$ cat config.mk
export PLATFORM = sky130hd
export DESIGN_NAME = dot4_mac
export DESIGN_NICKNAME = d
export VERILOG_FILES = /design/src/rtl/dot4_pkg.sv /design/src/rtl/dot4_mac.sv
export SDC_FILE = /design/constraint.sdc
export NUM_CORES = 1
export LEC_CHECK = 0
export CAP_MARGIN = 10
export CORE_MARGIN = 4
export CORE_UTILIZATION = 50
export CTS_CLUSTER_SIZE = 14
export DETAILED_ROUTE_END_ITERATION = 12
export HOLD_SLACK_MARGIN = 0.05
export PLACE_DENSITY = 0.95
export REMOVE_ABC_BUFFERS = 1
export SLEW_MARGIN = 0
export SYNTH_ARGS = -nofsm -noshare
export SYNTH_HDL_FRONTEND = slang
export SYNTH_SLANG_ARGS = --single-unit
$ cat constraint.sdc
create_clock -name clk -period 4.95 [get_ports clk]
set_input_delay 1.2375 -clock clk [delete_from_list [all_inputs] [get_ports clk]]
set_output_delay 1.2375 -clock clk [all_outputs]
set_load 0.1 [all_outputs]
$ cat src/rtl/dot4_pkg.sv
// Shared types and constants for the dot4 multiply-accumulate block.
// Holds the FSM encoding, the operand/product widths and the accumulator-width helper.
package dot4_pkg;

    localparam int OPW   = 4;
    localparam int PRODW = 8;

    typedef enum logic [1:0] {
        ST_ACCUM = 2'd0,
        ST_FLUSH = 2'd1,
        ST_DONE  = 2'd2
    } state_e;

    // Wide enough for LEN products of 15*15 without overflow.
    function automatic int acc_width(input int len);
        return PRODW + $clog2(len);
    endfunction

endpackage

$ cat src/rtl/dot4_mac.sv
// Streams LEN operand pairs into an external multiplier and accumulates the products;
// latency 2 edges from the last accept to out_valid; in_ready drops while a result is pending.
module dot4_mac
    import dot4_pkg::*;
#(
    parameter int LEN   = 4,
    parameter int ACC_W = acc_width(LEN)
) (
    input  logic             clk,
    input  logic             rst_n,
    input  logic             clr,
    input  logic             in_valid,
    output logic             in_ready,
    input  logic [OPW-1:0]   in_a,
    input  logic [OPW-1:0]   in_b,
    output logic [OPW-1:0]   mul_a,
    output logic [OPW-1:0]   mul_b,
    input  logic [PRODW-1:0] mul_p,
    output logic             out_valid,
    input  logic             out_ready,
    output logic [ACC_W-1:0] out_sum,
    output logic             busy
);

    localparam int CNT_W = (LEN > 1) ? $clog2(LEN) : 1;
    localparam logic [CNT_W-1:0] CNT_LAST = CNT_W'(LEN - 1);

    state_e           state_q, state_d;
    logic [CNT_W-1:0] count_q, count_d;
    logic [ACC_W-1:0] acc_q, acc_d;
    logic             s1_valid_q, s1_valid_d;
    logic [OPW-1:0]   mul_a_q, mul_a_d;
    logic [OPW-1:0]   mul_b_q, mul_b_d;
    logic             accept;

    assign in_ready  = (state_q == ST_ACCUM);
    assign out_valid = (state_q == ST_DONE);
    assign accept    = in_valid && in_ready;
    assign out_sum   = acc_q;
    assign mul_a     = mul_a_q;
    assign mul_b     = mul_b_q;
    assign busy      = (count_q != '0) || (state_q != ST_ACCUM);

    always_comb begin
        state_d    = state_q;
        count_d    = count_q;
        acc_d      = acc_q;
        s1_valid_d = 1'b0;
        mul_a_d    = mul_a_q;
        mul_b_d    = mul_b_q;

        // Product on mul_p belongs to the pair registered on the previous edge.
        if (s1_valid_q) begin
            acc_d = acc_q + ACC_W'(mul_p);
        end

        if (accept) begin
            mul_a_d    = in_a;
            mul_b_d    = in_b;
            s1_valid_d = 1'b1;
            if (count_q == CNT_LAST) begin
                count_d = '0;
                state_d = ST_FLUSH;
            end else begin
                count_d = count_q + CNT_W'(1);
            end
        end

        case (state_q)
            ST_FLUSH: state_d = ST_DONE;
            ST_DONE: begin
                if (out_ready) begin
                    state_d = ST_ACCUM;
                    acc_d   = '0;
                end
            end
            default: ;
        endcase

        // Abort discards everything in flight but leaves the multiplier operands alone.
        if (clr) begin
            state_d    = ST_ACCUM;
            count_d    = '0;
            acc_d      = '0;
            s1_valid_d = 1'b0;
            mul_a_d    = mul_a_q;
            mul_b_d    = mul_b_q;
        end
    end

    always_ff @(posedge clk or negedge rst_n) begin
        if (!rst_n) begin
            state_q    <= ST_ACCUM;
            count_q    <= '0;
            acc_q      <= '0;
            s1_valid_q <= 1'b0;
            mul_a_q    <= '0;
            mul_b_q    <= '0;
        end else begin
            state_q    <= state_d;
            count_q    <= count_d;
            acc_q      <= acc_d;
            s1_valid_q <= s1_valid_d;
            mul_a_q    <= mul_a_d;
            mul_b_q    <= mul_b_d;
        end
    end

endmodule
# == After elaboration in Yosys (flattened, before gate mapping) ==
# Index checks and enable logic that the tools add are counted.
# Widths: inputs -> output; s select.
# classes
n_addsub,2
eq_ne,3
muxes,14
bitwise_logic,1
n_reduce_logical,7
# ops
cell,count
$mux 10,4
$mux 2,7
$add 10x8->10,1
$reduce_bool 2->1,3
$eq 2x2->1 const B,2
$pmux 2 s2,1
$add 2x1->2 const B,1
$eq 2x1->1 const B,1
$logic_not 2->1,1
$mux 1,2
$reduce_and 2->1,1
$logic_and 1x1->1,1
$logic_or 1x1->1,1
$not 1->1,1
# word_totals
register_bits,23
inputBits,21
output_inout_bits,21
elab_cells,33

# == Logic depth before layout (Yosys ltp) ==
# depth
depth_word,6
depth_mapped,8

# == Worst setup path after synthesis ==
# OpenSTA, ideal clock, no wires.
# synth_path
path_kind,register to output
from,reg state_q[0]
to,out busy
t_arrival_ns,2.166
t_required_ns,3.713
path_slack_ns,1.547
path_stages_with_launch,4
cell_sequence,dfrtp_1 -> inv_1 -> ha_1 -> nand2_1
# synth_via
elab_chain_cells,2
# synth_rtl
element,line_no,source
"start, declared",dot4_mac.sv:28,"state_e state_q, state_d;"
"start signal, assigned",dot4_mac.sv:100,state_q <= state_d;
$reduce_bool 2->1,dot4_mac.sv:42,assign busy = (count_q != '0) || (state_q != ST_ACCUM);
$logic_or 1x1->1,dot4_mac.sv:42,
"end, declared",dot4_mac.sv:22,output logic busy
# No other way between the ends.

# == Worst setup path after layout ==
# layout_path
from,reg state_q[0]
to,out in_ready
# layout_via
elab_chain_cells,1
# layout_rtl
element,line_no,source
$logic_not 2->1,dot4_mac.sv:36,assign in_ready = (state_q == ST_ACCUM);
"end, declared",dot4_mac.sv:13,"output logic in_ready,"
# No other way between the ends.

==> run metrics <==
vias per inst 5.58; max-slew violations 0; Post-DP HPWL 2460 um; Core ar. 0.00257 mm^2; Cells after DPL 200; VDD IR max 0.347 mV; largest family of logic cells by synthesized area compound AO/OA/AOI/OAI gates; WHS Endpoint mul_b[3]; Yosys top cell area share 0.413; sequential area share after synthesis 0.413; Power Dens Cells 300 mW/mm^2; Routability Congestion 0.780; fraction of layout cells with a size suffix above 1 0.103; RSZ-0062 raised after global routing no; Detail Route Antenna Nets 0; adder and majority gate portion of the synthesized area 0.131; boundary pin count 42; max-capacitance violation count 0; postcts setup bufs 0; worst r2r path cells 8; Die Y 60.8 um; fin cells 204; CTS tree built; most frequent cells after synthesis dfrtp_1 (23), ha_1 (13), nand2_1 (11); setup violators final 0; vias 1,138; crit path time final 3.49 ns; hold_buf cts 0; antenna fix cells 0; GRT Total Usage 0.189; Port-buffer cells 41; XOR/XNOR Fraction of Synth Area 0.0188; most common cell in the synthesized netlist dfrtp_1; mux contribution to synthesized area 0.109; largest net degree at the start of global routing 24; Synth cell types 33; Synth area leaders dfrtp_1 (41%), ha_1 (12%), mux2_2 (7.3%); status complete, no violations; row cnt 18; worst setup margin 1.46 ns; pre-CTS worst setup slack 1.72 ns; global-route wire length before repair 5260 um; Die W 60.8 um; EDFF count, synth 0; type of the most critical hold path register to register; R2R Path Start out_sum[0]; initial antenna violation count 0; dpl cell area 0.00183 mm^2; crit end category output pin; drt drc 0; vias in the first global route 1,283; Setup TNS 0 ns; remaining global-route overflow 0; DR WL/cell 15.1 um; clock sinks 23; worst reg2reg path endpoint out_sum[8]; clk_lat worst skew 0.31 ns; Fmax 287 MHz; Initial Utilization 0.543; leakage power 0.827 nW; total power 0.559 mW; Primary FF master, synth dfrtp_1; die area 0.00370 mm^2; Worst Tran Pin Value 1.02 ns; min-delay src mul_b[3]; Critical Path RT 3.71 ns; Reg clk slew, reported paths 0.13 ns; Critical Path Source Type register; P&R area growth vs syn 33.4%; # H-tree levels 1; Fin. Hold Viols 0; Max clock buf depth 2; Worst R2R Setup Slack 2.96 ns; post-route cell area 0.00186 mm^2; CTS resizes 0; drt initial violations 40; Async S/R FF share, synth 1.00; kind of critical path register to output pin; Final Net Count 210; root buffer cell clkbuf_4; CTS buffer count 3; TritonRoute pass-1 iters 4; Mapped Area 0.00140 mm^2; synthesis-stage register bit count 23; Syn Area/Cell 10.6 um^2; crit path max fanout 5; worst relative slew slack 0.318; Hold Path Cell Cnt 1; simple-gate share of the synthesized area 0.150; Synth Warn # 0; Post-Synthesis Cells 132; final WL 3080 um; CP arrival 2.25 ns; leading area contributor after synthesis dfrtp_1; Synth Area in Compound Gates 0.152; final worst path period share 0.705; Worst Skew 0.00510 ns
per-layer routing:
metal,up-vias,wire length (um),track usage
met5,-,0,0
met4,0,9,0.0495
met3,2,236,0.0596
met2,32,1660,0.362
met1,548,1180,0.197
li1,556,-,-
registers in the layout, indices dropped and copies added (netlist names):
signal and count:
count_q 2, mul_a 4, mul_b 4, out_sum 10
s1_valid_q 1, state_q 2
cell usage in the layout (no fill, tap or decap), types with 2 or more instances in the layout:
cell type,netlist,final
clkdlybuf4s50_1,0,41
nand3_1,5,5
nand4b_1,2,2
xnor2_1,2,2
a21oi_1,9,9
ha_1,13,13
dfrtp_1,23,23
mux2_2,9,9
nand2b_1,2,2
nand2_1,11,11
nor2b_1,2,2
clkbuf_4,0,3
o21a_1,4,4
nor3_1,3,3
nand3b_1,3,3
o21ai_0,4,4
a211oi_1,2,2
a21o_1,2,2
mux2i_1,5,5
nor2_1,9,9
inv_1,7,7
where the power goes:
part / internal (mW) / switching, mW / leakage [nW]
logic: 0.0762 / 0.174 / 0.516
clock network: 0.0308 / 0.0591 / 0.0139
registers: 0.205 / 0.0138 / 0.298
total: 0.312 / 0.247 / 0.827
worst max-delay path by stage:
stage,startpoint,end,cells after the start
floorplan,state_q[0],busy,3
global placement,mul_p[0],out_sum[8],9
detailed placement,mul_p[0],out_sum[8],9
CTS,state_q[0],in_ready,3
global route,state_q[0],out_valid,3
finish,state_q[0],in_ready,3
critical path, cell delays in order (launching register included):
cell and delay [ns]:
dfrtp_1 0.41, inv_1 0.11, ha_1 0.25, clkdlybuf4s50_1 1.17
cell families after synthesis:
group	count (synthesis)
AND/OR/NAND/NOR	40
adder cells (fa/ha/maj)	14
multiplexers	14
AO/OA/AOI/OAI	28
buffers and inverters	10
XOR/XNOR	3
flip-flops	23
metrics by stage:
step | util | hold WS, ns
floorplan | - | 0.516
detailed placement | 0.713 | 0.496
CTS | 0.725 | 0.529
global route | 0.725 | 0.548
global placement | 0.713 | 0.489
finish | 0.725 | 0.528
layout make-up:
type / instances / area, um^2
clock buffers: 3 / 22.5
flip-flops and latches: 23 / 576
clock inverters: 1 / 7.51
well taps: 30 / 37.5
repair buffers: 41 / 410
multi-input cells: 99 / 781
inverters: 7 / 26.3
fillers: 191 / 707
(Power assumes the default switching activity.)
